[src/rtl/mux_scan_ctrl_if.sv]
// Scan controller bus: request/mask/abort in, mux select out,
// mux bit back in, busy/done/result snapshot out.
interface mux_scan_ctrl_if #(
  parameter int NUM_CH = 10,
  parameter int SEL_W  = 4
);
  logic              start;
  logic              abort;
  logic [NUM_CH-1:0] ch_mask;
  logic              mux_in;
  logic [SEL_W-1:0]  sel;
  logic              sel_valid;
  logic              busy;
  logic              done;
  logic [NUM_CH-1:0] result;

  modport master (
    output start, abort, ch_mask, mux_in,
    input  sel, sel_valid, busy, done, result
  );

  modport slave (
    input  start, abort, ch_mask, mux_in,
    output sel, sel_valid, busy, done, result
  );
endinterface

[src/rtl/mux_scan_ctrl.sv]
// Walks a channel mux through the enabled channels of a mask, dwells,
// samples mux_in per channel into result; ports: clk, rst_n, bus.slave.
module mux_scan_ctrl #(
  parameter int NUM_CH = 10,
  parameter int SEL_W  = 4,
  parameter int DWELL  = 1
) (
  input  logic            clk,
  input  logic            rst_n,
  mux_scan_ctrl_if.slave  bus
);

  localparam int CW = (DWELL > 1) ? $clog2(DWELL) : 1;
  localparam logic [CW-1:0]    RELOAD = CW'(DWELL - 1);
  localparam logic [SEL_W-1:0] PARK   = '1;

  typedef enum logic [1:0] {
    S_IDLE,
    S_DWELL,
    S_DONE
  } state_t;

  state_t            state_q, state_d;
  logic [SEL_W-1:0]  sel_q, sel_d;
  logic              sel_valid_q, sel_valid_d;
  logic              busy_q, busy_d;
  logic              done_q, done_d;
  logic [NUM_CH-1:0] result_q, result_d;
  logic [NUM_CH-1:0] mask_q, mask_d;
  logic [CW-1:0]     cnt_q, cnt_d;
  logic [SEL_W:0]    nxt;

  // {found, index} of the lowest set bit of m at or above 'from'
  function automatic logic [SEL_W:0] next_ch(
    input logic [NUM_CH-1:0] m,
    input int                from
  );
    logic [SEL_W:0] r;
    r = '0;
    for (int i = NUM_CH - 1; i >= 0; i--) begin
      if (m[i] && i >= from) r = {1'b1, SEL_W'(i)};
    end
    return r;
  endfunction

  always_comb begin
    state_d     = state_q;
    sel_d       = sel_q;
    sel_valid_d = sel_valid_q;
    busy_d      = busy_q;
    done_d      = 1'b0;
    result_d    = result_q;
    mask_d      = mask_q;
    cnt_d       = cnt_q;
    nxt         = '0;
    unique case (state_q)
      S_IDLE: begin
        if (bus.start) begin
          result_d = '0;
          busy_d   = 1'b1;
          if (|bus.ch_mask) begin
            mask_d      = bus.ch_mask;
            nxt         = next_ch(bus.ch_mask, 0);
            sel_d       = nxt[SEL_W-1:0];
            sel_valid_d = 1'b1;
            cnt_d       = RELOAD;
            state_d     = S_DWELL;
          end else begin
            done_d  = 1'b1;
            state_d = S_DONE;
          end
        end
      end
      S_DWELL: begin
        if (bus.abort) begin
          sel_d       = PARK;
          sel_valid_d = 1'b0;
          busy_d      = 1'b0;
          state_d     = S_IDLE;
        end else if (cnt_q != '0) begin
          cnt_d = cnt_q - 1'b1;
        end else begin
          for (int k = 0; k < NUM_CH; k++) begin
            if (sel_q == SEL_W'(k)) result_d[k] = bus.mux_in;
          end
          nxt = next_ch(mask_q, int'(sel_q) + 1);
          if (nxt[SEL_W]) begin
            sel_d = nxt[SEL_W-1:0];
            cnt_d = RELOAD;
          end else begin
            sel_d       = PARK;
            sel_valid_d = 1'b0;
            done_d      = 1'b1;
            state_d     = S_DONE;
          end
        end
      end
      S_DONE: begin
        busy_d  = 1'b0;
        state_d = S_IDLE;
      end
      default: begin
        sel_d       = PARK;
        sel_valid_d = 1'b0;
        busy_d      = 1'b0;
        state_d     = S_IDLE;
      end
    endcase
  end

  always_ff @(posedge clk or negedge rst_n) begin
    if (!rst_n) begin
      state_q     <= S_IDLE;
      sel_q       <= PARK;
      sel_valid_q <= 1'b0;
      busy_q      <= 1'b0;
      done_q      <= 1'b0;
      result_q    <= '0;
      mask_q      <= '0;
      cnt_q       <= '0;
    end else begin
      state_q     <= state_d;
      sel_q       <= sel_d;
      sel_valid_q <= sel_valid_d;
      busy_q      <= busy_d;
      done_q      <= done_d;
      result_q    <= result_d;
      mask_q      <= mask_d;
      cnt_q       <= cnt_d;
    end
  end

  assign bus.sel       = sel_q;
  assign bus.sel_valid = sel_valid_q;
  assign bus.busy      = busy_q;
  assign bus.done      = done_q;
  assign bus.result    = result_q;

endmodule
[src/flat_wrapper.sv]
// flat-port wrapper written by rule: the top's interface ports become plain ports
module mux_scan_ctrl_flat 
#(
  parameter int NUM_CH = 10,
  parameter int SEL_W  = 4,
  parameter int DWELL  = 1
)
  (clk, rst_n, bus_start, bus_abort, bus_ch_mask, bus_mux_in, bus_sel, bus_sel_valid, bus_busy, bus_done, bus_result);
  mux_scan_ctrl_if #(.NUM_CH(NUM_CH), .SEL_W(SEL_W)) bus_i ();
  input  logic clk;
  input  logic rst_n;
  input wire logic [$bits(bus_i.start)-1:0] bus_start;
  input wire logic [$bits(bus_i.abort)-1:0] bus_abort;
  input wire logic [$bits(bus_i.ch_mask)-1:0] bus_ch_mask;
  input wire logic [$bits(bus_i.mux_in)-1:0] bus_mux_in;
  output wire logic [$bits(bus_i.sel)-1:0] bus_sel;
  output wire logic [$bits(bus_i.sel_valid)-1:0] bus_sel_valid;
  output wire logic [$bits(bus_i.busy)-1:0] bus_busy;
  output wire logic [$bits(bus_i.done)-1:0] bus_done;
  output wire logic [$bits(bus_i.result)-1:0] bus_result;
  assign bus_i.start = bus_start;
  assign bus_i.abort = bus_abort;
  assign bus_i.ch_mask = bus_ch_mask;
  assign bus_i.mux_in = bus_mux_in;
  assign bus_sel = bus_i.sel;
  assign bus_sel_valid = bus_i.sel_valid;
  assign bus_busy = bus_i.busy;
  assign bus_done = bus_i.done;
  assign bus_result = bus_i.result;
  mux_scan_ctrl #(.NUM_CH(NUM_CH), .SEL_W(SEL_W), .DWELL(DWELL)) u_core (.clk(clk), .rst_n(rst_n), .bus(bus_i));
endmodule
[config.mk]
export PLATFORM = sky130hd
export DESIGN_NAME = mux_scan_ctrl_flat
export DESIGN_NICKNAME = d
export VERILOG_FILES = /design/src/rtl/mux_scan_ctrl_if.sv /design/src/rtl/mux_scan_ctrl.sv /design/src/flat_wrapper.sv
export SDC_FILE = /design/constraint.sdc
export NUM_CORES = 1
export LEC_CHECK = 0
export BUFFER_PORTS_ARGS = -buffer_cell sky130_fd_sc_hd__buf_2
export CORE_ASPECT_RATIO = 0.75
export CORE_MARGIN = 2
export CORE_UTILIZATION = 30
export DETAILED_ROUTE_END_ITERATION = 12
export SYNTH_ARGS = -nofsm -noshare
export SYNTH_HDL_FRONTEND = slang
export SYNTH_SLANG_ARGS = --single-unit
export TNS_END_PERCENT = 20
[constraint.sdc]
create_clock -name clk -period 2.59 [get_ports clk]
set_clock_uncertainty 0.05 [all_clocks]
set_input_delay 0.259 -clock clk [delete_from_list [all_inputs] [get_ports clk]]
set_output_delay 0.259 -clock clk [all_outputs]
set_load 0.01 [all_outputs]
==> summary.txt, run 1 <==
STA
  – Max Slew Vio Count: 0
  – Max Freq: 405 MHz
  – Fin crit share: 95.2%
  – Slew HR: 26.0%
  – Slew @ Worst Pin: 1.11 ns
  – Final Hold Viols: 0
  – RSZ-0062 raised after global routing: yes
  – Final hold slack: 0.191 ns
  – TNS Setup: 0 ns
  – Min Tclk post-route: 2.47 ns
  – # setup viols final: 0

Floorplanning
  – Num rows: 25
  – Initial core utilization: 30.6%
  – # IOs: 32
  – Die Y: 73.0 um
  – Die width: 95.9 um
  – Core area: 6220 sq um
  – Die area: 7000 sq um

Synth
  – Cell taking the most area after synthesis: dfrtp_1
  – Ys async rst share: 100%
  – Yosys cell types: 50
  – Avg Synthesized Cell Area: 9.32 sq um
  – Top cells by area, synth: dfrtp_1, a21oi_1, mux2_2
  – Number of synthesized flops with an enable pin: 0
  – Synth Register Bits: 29
  – Syn_nets: 227
  – Synth warn: 0
  – Post-synth top flop: dfrtp_1
  – Synthesized area: 1900 sq um
  – Post-synthesis sequential area ratio: 38.4%
  – Mapped Cells: 204
  – Yosys top cell area share: 32.9%

Global routing
  – Largest net degree at the start of global routing: 30
  – GR Layer Usage met3: 3.82%
  – Vias in the first global route: 1554
  – Gr ovfl total: 0
  – Initial antenna violation count: 0
  – Total track usage: 14.9%
  – M1 GR Usage: 22.4%
  – First-pass GRT wire length: 7.82 mm
  – Gr busiest metal: met1
  – Met2 Use GR: 21.2%

Routing
  – Initial DRC Count: 108
  – Drt first pass iters: 4
  – Post-DRT Antenna Nets: 0
  – Routed len/inst: 14.9 um
  – Final wirelength: 4.84 mm
  – Vias per cell: 5.12
  – Vias post-DR: 1664
  – Post-route DRC: 0

Power and ir drop
  – VDD IR max: 0.371 mV
  – Power density over the cells: 1270 nW/um^2
  – Leakage Power: 1.06 nW

Worst setup path
  – Startpoint Class: register
  – Worst r2r dst: u_core.state_q[0]$_DFFE_PN0P_
  – WP data arrival: 2.58 ns
  – R2r worst-path depth: 8
  – Crit Path Max Fanout: 9
  – Crit Path Class: register to register
  – WP data required: 2.71 ns
  – R2R Setup Slk: 0.12 ns
  – Crit path capture type: register
  – Reg2reg start: u_core.bus.sel[0]$_DFFE_PN1P_

Clock tree
  – CTS Sinks: 29
  – H-tree levels: 2
  – Clk root buf: clkbuf_8
  – Clock-pin slew on the worst setup and hold paths: 0.07 ns
  – CTS buffer count: 5
  – Clock Latency Late Sink: 0.28 ns
  – Clk buf depth: 2
  – CTS tree: yes

Final layout
  – Share of layout cells above drive strength 1: 30.3%
  – Area grow syn2layout: 20.3%
  – Post-route cell area: 2290 sq um
  – Sequential cell area: 731 sq um
  – Commonest non-fill, non-tap cell in the layout: buf_2
  – Nets: 266
  – # diodes: 0
  – Final Util: 36.8%
  – # fillers: 638
  – Area taken by multi-input logic gates: 1130 sq um
  – Most frequent cells in the layout: buf_2, nand2_1, dfrtp_1

Flow run
  – Max-Cap Viols: 0

Place
  – Area after DPL: 2140 sq um
  – Routability-driven placement congestion ratio: 0.880
  – Port Buffers: 31
  – HPWL Detailed: 3.63 mm

Run status
  – Status: complete, no violations

Hold path
  – Hold Path End: u_core.mask_q[9]$_DFFE_PN0P_
  – Hold wc startpoint: bus_ch_mask[9]
  – Hold path depth: 2
  – Worst hold path type: input port to register
registers in the layout, indices dropped and copies added, names as in the netlist:
signal                cells
u_core.bus.result        10
u_core.mask_q            10
u_core.bus.sel            4
u_core.state_q            2
u_core.bus.busy           1
u_core.bus.done           1
u_core.bus.sel_valid      1
synth_stat cells, types with 2 or more instances:
| master | count |
|---|---|
| nor2b_1 | 5 |
| ha_1 | 8 |
| o32ai_1 | 2 |
| clkbuf_1 | 2 |
| nand4bb_1 | 2 |
| o31ai_1 | 2 |
| mux2i_1 | 3 |
| o22ai_1 | 3 |
| o21bai_1 | 3 |
| nand3_4 | 2 |
| a21o_1 | 2 |
| buf_6 | 2 |
| nand2_1 | 29 |
| a2bb2oi_1 | 2 |
| and3_1 | 3 |
| dfrtp_1 | 25 |
| nor4_2 | 2 |
| nor3_1 | 2 |
| o21ai_0 | 14 |
| mux2_2 | 10 |
| nand2b_1 | 6 |
| buf_2 | 3 |
| inv_1 | 6 |
| a21oi_1 | 23 |
| nor2_1 | 14 |
| a31oi_1 | 2 |
| dfstp_2 | 4 |
layer usage:
| metal | share of wire, % | wire, um |
|---|---|---|
| met3 | 6.1 | 293 |
| met1 | 52 | 2500 |
| met4 | 0.23 | 11 |
| met2 | 42 | 2040 |
| met5 | 0 | 0 |
worst max-delay path by stage:
stage / from / end / slack [ns] / cells past startpoint
after detailed placement: u_core.bus.sel[1]$_DFFE_PN1P_ / u_core.state_q[0]$_DFFE_PN0P_ / 0.07 / 8
after global routing: u_core.bus.sel[0]$_DFFE_PN1P_ / u_core.bus.sel[3]$_DFFE_PN1P_ / -0.01 / 8
after global placement: u_core.bus.sel[0]$_DFFE_PN1P_ / u_core.state_q[0]$_DFFE_PN0P_ / 0.14 / 8
final: u_core.bus.sel[0]$_DFFE_PN1P_ / u_core.state_q[0]$_DFFE_PN0P_ / 0.12 / 8
after floorplan: u_core.bus.sel[1]$_DFFE_PN1P_ / u_core.state_q[0]$_DFFE_PN0P_ / 0.27 / 8
after CTS: u_core.bus.sel[1]$_DFFE_PN1P_ / u_core.state_q[0]$_DFFE_PN0P_ / 0.07 / 8
cell type report:
| class | instances | area share, % |
|---|---|---|
| multi-input cells | 162 | 49.2 |
| inverters | 6 | 0.984 |
| flip-flops and latches | 29 | 31.9 |
| repair buffers | 39 | 9.51 |
| well taps | 81 | 4.43 |
| clock buffers | 8 | 3.94 |
through the flow:
| stage | cells | power [mW] | worst slack [ns] |
|---|---|---|---|
| global route | 325 | 3.13 | -0.0113 |
| floorplan | 204 | 1.98 | 0.265 |
| finish | 325 | 2.90 | 0.124 |
| global placement | 313 | 2.40 | 0.145 |
| CTS | 322 | 2.80 | 0.0660 |
| detailed placement | 313 | 2.40 | 0.0696 |
power by group:
group          leakage, nW  total [mW]  internal [mW]  switching [mW]
sequential           0.361       0.882          0.653           0.229
clock               0.0455       0.391          0.217           0.175
combinational        0.651        1.63          0.726           0.902
total                 1.06        2.90           1.60            1.31
cell families (layout without fill, tap and decap cells):
kind of cell,Yosys count,count (layout),synth area share [%]
buffers and inverters,13,53,3.55
adders and majority gates,8,8,5.26
and+or+nand+nor,77,77,23.0
AOI/OAI and AO/OA,62,62,21.3
DFF,29,29,38.4
muxes,13,13,7.50
xor gates and xnor gates,2,2,0.921
critical path: stages (launching register included):
cell and delay [ns]:
dfstp_2 0.64, inv_1 0.16, ha_1 0.38, or3_1 0.16, o32ai_2 0.11, a211oi_4 0.24, nand4b_2 0.19, and2_4 0.21
or2_1 0.21
what timing repair did:
item / in CTS / in global routing
resized for setup: 0 / 4
setup endpoints to repair: 0 / 4
endpoints found under the hold margin: 13 / 0
hold buffers: 1 / 0
buffers inserted: 0 / 3
(Power assumes the default switching activity.)
==> inputs of run 2 (changes only) <==
--- a/config.mk
+++ b/config.mk
@@ -10,6 +10,7 @@
 export CORE_MARGIN = 2
 export CORE_UTILIZATION = 30
 export DETAILED_ROUTE_END_ITERATION = 12
+export RECOVER_POWER = 100
 export SYNTH_ARGS = -nofsm -noshare
 export SYNTH_HDL_FRONTEND = slang
 export SYNTH_SLANG_ARGS = --single-unit
==> run 2 against run 1 <==
The flow now finishes with violations (max-capacitance violations, max-slew violations). Clock power about the same. First-iteration DRC count up 1.9%. Non-clock buffer count unchanged. Register-to-register slack about the same. Cell count is the same. Sequential cell count is the same. Clock-buffer cell count unchanged. Critical endpoint unchanged.
==> summary.txt, run 2 (synthesis gave the netlist of run 1 again) <==
Global routing
  – Vias in the first global route: 1554 (unchanged)
  – Initial antenna violation count: 0 (unchanged)
  – Largest net degree at the start of global routing: 30 (unchanged)
  – Gr ovfl total: 0 (unchanged)
  – First-pass GRT wire length: 7.82 mm (unchanged)
  – Total track usage: 14.9% (unchanged)

Worst setup path
  – Crit path launch: u_core.bus.sel[0]$_DFFE_PN1P_
  – R2R Setup Slk: 0.12 ns (about the same)
  – R2r worst-path depth: 8 (unchanged)
  – Reg2reg start: u_core.bus.sel[0]$_DFFE_PN1P_
  – WP data required: 2.71 ns (about the same)
  – Crit Path Class: register to register
  – Worst r2r dst: u_core.state_q[0]$_DFFE_PN0P_
  – Crit path to: u_core.state_q[0]$_DFFE_PN0P_
  – Crit path capture type: register
  – Startpoint Class: register
  – WP data arrival: 2.58 ns (about the same)
  – Crit Path Max Fanout: 9 (unchanged)

Power and ir drop
  – VDD IR max: 0.362 mV (-2.3%)
  – Leakage Power: 0.998 nW (-5.6%)
  – Clock share of power: 13.6% (about the same)
  – P_sw: 1.31 mW (+0.21%)
  – Power density over the cells: 1270 nW/um^2 (+0.35%)
  – Int Pwr: 1.58 mW (-1.2%)
  – Switching Share: 45.4% (+0.36 points)
  – Logic gate share of total power: 55.8% (-0.3 points)
  – Sequential share of power: 30.7% (+0.3 points)

Clock tree
  – Clk buf depth: 2 (unchanged)
  – CTS buffer count: 5 (unchanged)
  – Clock Latency Late Sink: 0.28 ns (about the same)
  – CTS tree: yes
  – CTS Sinks: 29 (unchanged)
  – Clock-pin slew on the worst setup and hold paths: 0.07 ns (about the same)
  – H-tree levels: 2 (unchanged)
  – Clk root buf: clkbuf_8

Routing
  – Final wirelength: 4.85 mm (+0.21%)
  – Drt first pass iters: 4 (unchanged)
  – Post-route DRC: 0 (unchanged)
  – Initial DRC Count: 110 (+1.9%)
  – Post-DRT Antenna Nets: 0 (unchanged)
  – Vias post-DR: 1662 (-0.12%)
  – Vias per cell: 5.11 (-0.12%)
  – Routed len/inst: 14.9 um (+0.21%)

Floorplanning
  – Num rows: 25 (unchanged)
  – # IOs: 32 (unchanged)
  – Die area: 7000 sq um (unchanged)
  – Core area: 6220 sq um (unchanged)
  – Die width: 95.9 um (unchanged)
  – Die Y: 73.0 um (unchanged)
  – Initial core utilization: 30.6% (unchanged)

Hold path
  – Hold path depth: 2 (unchanged)
  – Worst hold path type: input port to register

STA
  – Slew HR: -6.82% (-33 points)
  – Final Hold Viols: 0 (unchanged)
  – TNS Setup: 0 ns (unchanged)
  – Max Slew Vio Count: 30 (+30)
  – RSZ-0062 raised after global routing: yes
  – Slew @ Worst Pin: 1.60 ns (+0.495 ns)
  – Max Freq: 406 MHz (about the same)
  – # setup viols final: 0 (unchanged)
  – Min Tclk post-route: 2.47 ns (-0.000836 ns)
  – Fin crit share: 95.2% (about the same)

Final layout
  – Share of layout cells above drive strength 1: 24.2% (-6.1 points)
  – Nets: 266 (unchanged)
  – Area grow syn2layout: 19.2%
  – Most frequent cells in the layout: nand2_1, dfrtp_1, a21oi_1
  – # fillers: 641 (+0.47%)
  – Commonest non-fill, non-tap cell in the layout: nand2_1
  – # diodes: 0 (unchanged)
  – Post-route cell area: 2270 sq um (-0.93%)

Place
  – Area after DPL: 2140 sq um (unchanged)
  – HPWL Detailed: 3.63 mm (unchanged)
  – Routability-driven placement congestion ratio: 0.880 (unchanged)
  – Port Buffers: 31 (unchanged)

Run status
  – Failing checks: max-capacitance violations, max-slew violations
  – Status: finished, violations left

Flow run
  – Max-Cap Viols: 1 (+1)
[run 2: layout make-up]
cell class / count / area [sq um] / share of cell area [%]
sequential: 29 / 731 / 32.2
multi-input combinational: 162 / 1130 / 49.7
inverter: 6 / 22.5 / 0.993
timing repair buffer: 39 / 196 / 8.66
tap: 81 / 101 / 4.47
clock buffer: 8 / 90.1 / 3.97
[run 2: stage by stage]
stage,setup slack [ns],instances,total power [mW],util [%],hold slack (ns)
4_1_cts,0.0660,322,2.80,36.0,0.186
3_5_place_dp,0.0696,313,2.40,34.4,0.298
3_3_place_gp,0.145,313,2.40,34.4,0.291
2_1_floorplan,0.265,204,1.98,-,-0.0866
5_1_grt,-0.0113,325,3.11,36.4,0.200
6_report,0.124,325,2.88,36.4,0.191
[run 2: how the worst min path moves through the flow]
| stage | start | endpoint | slack (ns) |
|---|---|---|---|
| floorplan | rst_n | u_core.bus.busy$_DFFE_PN0P_ | -0.09 |
| global placement | rst_n | u_core.mask_q[8]$_DFFE_PN0P_ | 0.29 |
| detailed placement | rst_n | u_core.mask_q[8]$_DFFE_PN0P_ | 0.30 |
| CTS | bus_ch_mask[9] | u_core.mask_q[9]$_DFFE_PN0P_ | 0.19 |
| global route | bus_ch_mask[9] | u_core.mask_q[9]$_DFFE_PN0P_ | 0.20 |
| finish | bus_ch_mask[9] | u_core.mask_q[9]$_DFFE_PN0P_ | 0.19 |
[run 2: critical path, cell delays in order, from the launching register on]
cell and delay, ns:
dfstp_2 0.64, inv_1 0.16, ha_1 0.38, or3_1 0.16
o32ai_2 0.11, a211oi_4 0.24, nand4b_2 0.19, and2_4 0.21
or2_1 0.21
[run 2: repair_timing]
| item | 4_1_cts | 5_1_grt |
|---|---|---|
| hold endpoints to repair | 13 | 0 |
| hold buffers | 1 | 0 |
| setup endpoints to repair | 0 | 4 |
| resized for setup | 0 | 4 |
| buffers inserted | 0 | 3 |
[run 2: power groups by stage]
stage / clock network (mW) / logic, mW / registers [mW]
finish: 0.391 / 1.61 / 0.885
global route: 0.418 / 1.77 / 0.919
CTS: 0.399 / 1.52 / 0.887
detailed placement: 0 / 1.51 / 0.895
global placement: 0 / 1.51 / 0.888
floorplan: 0 / 1.17 / 0.816
[run 2: routing by layer]
layer | vias to the layer above | wire [um] | track usage [%]
li1 | 813 | - | -
met4 | 0 | 11 | 3.65
met3 | 2 | 276 | 3.82
met1 | 802 | 2530 | 22.4
met5 | - | 0 | 0
met2 | 45 | 2040 | 21.2
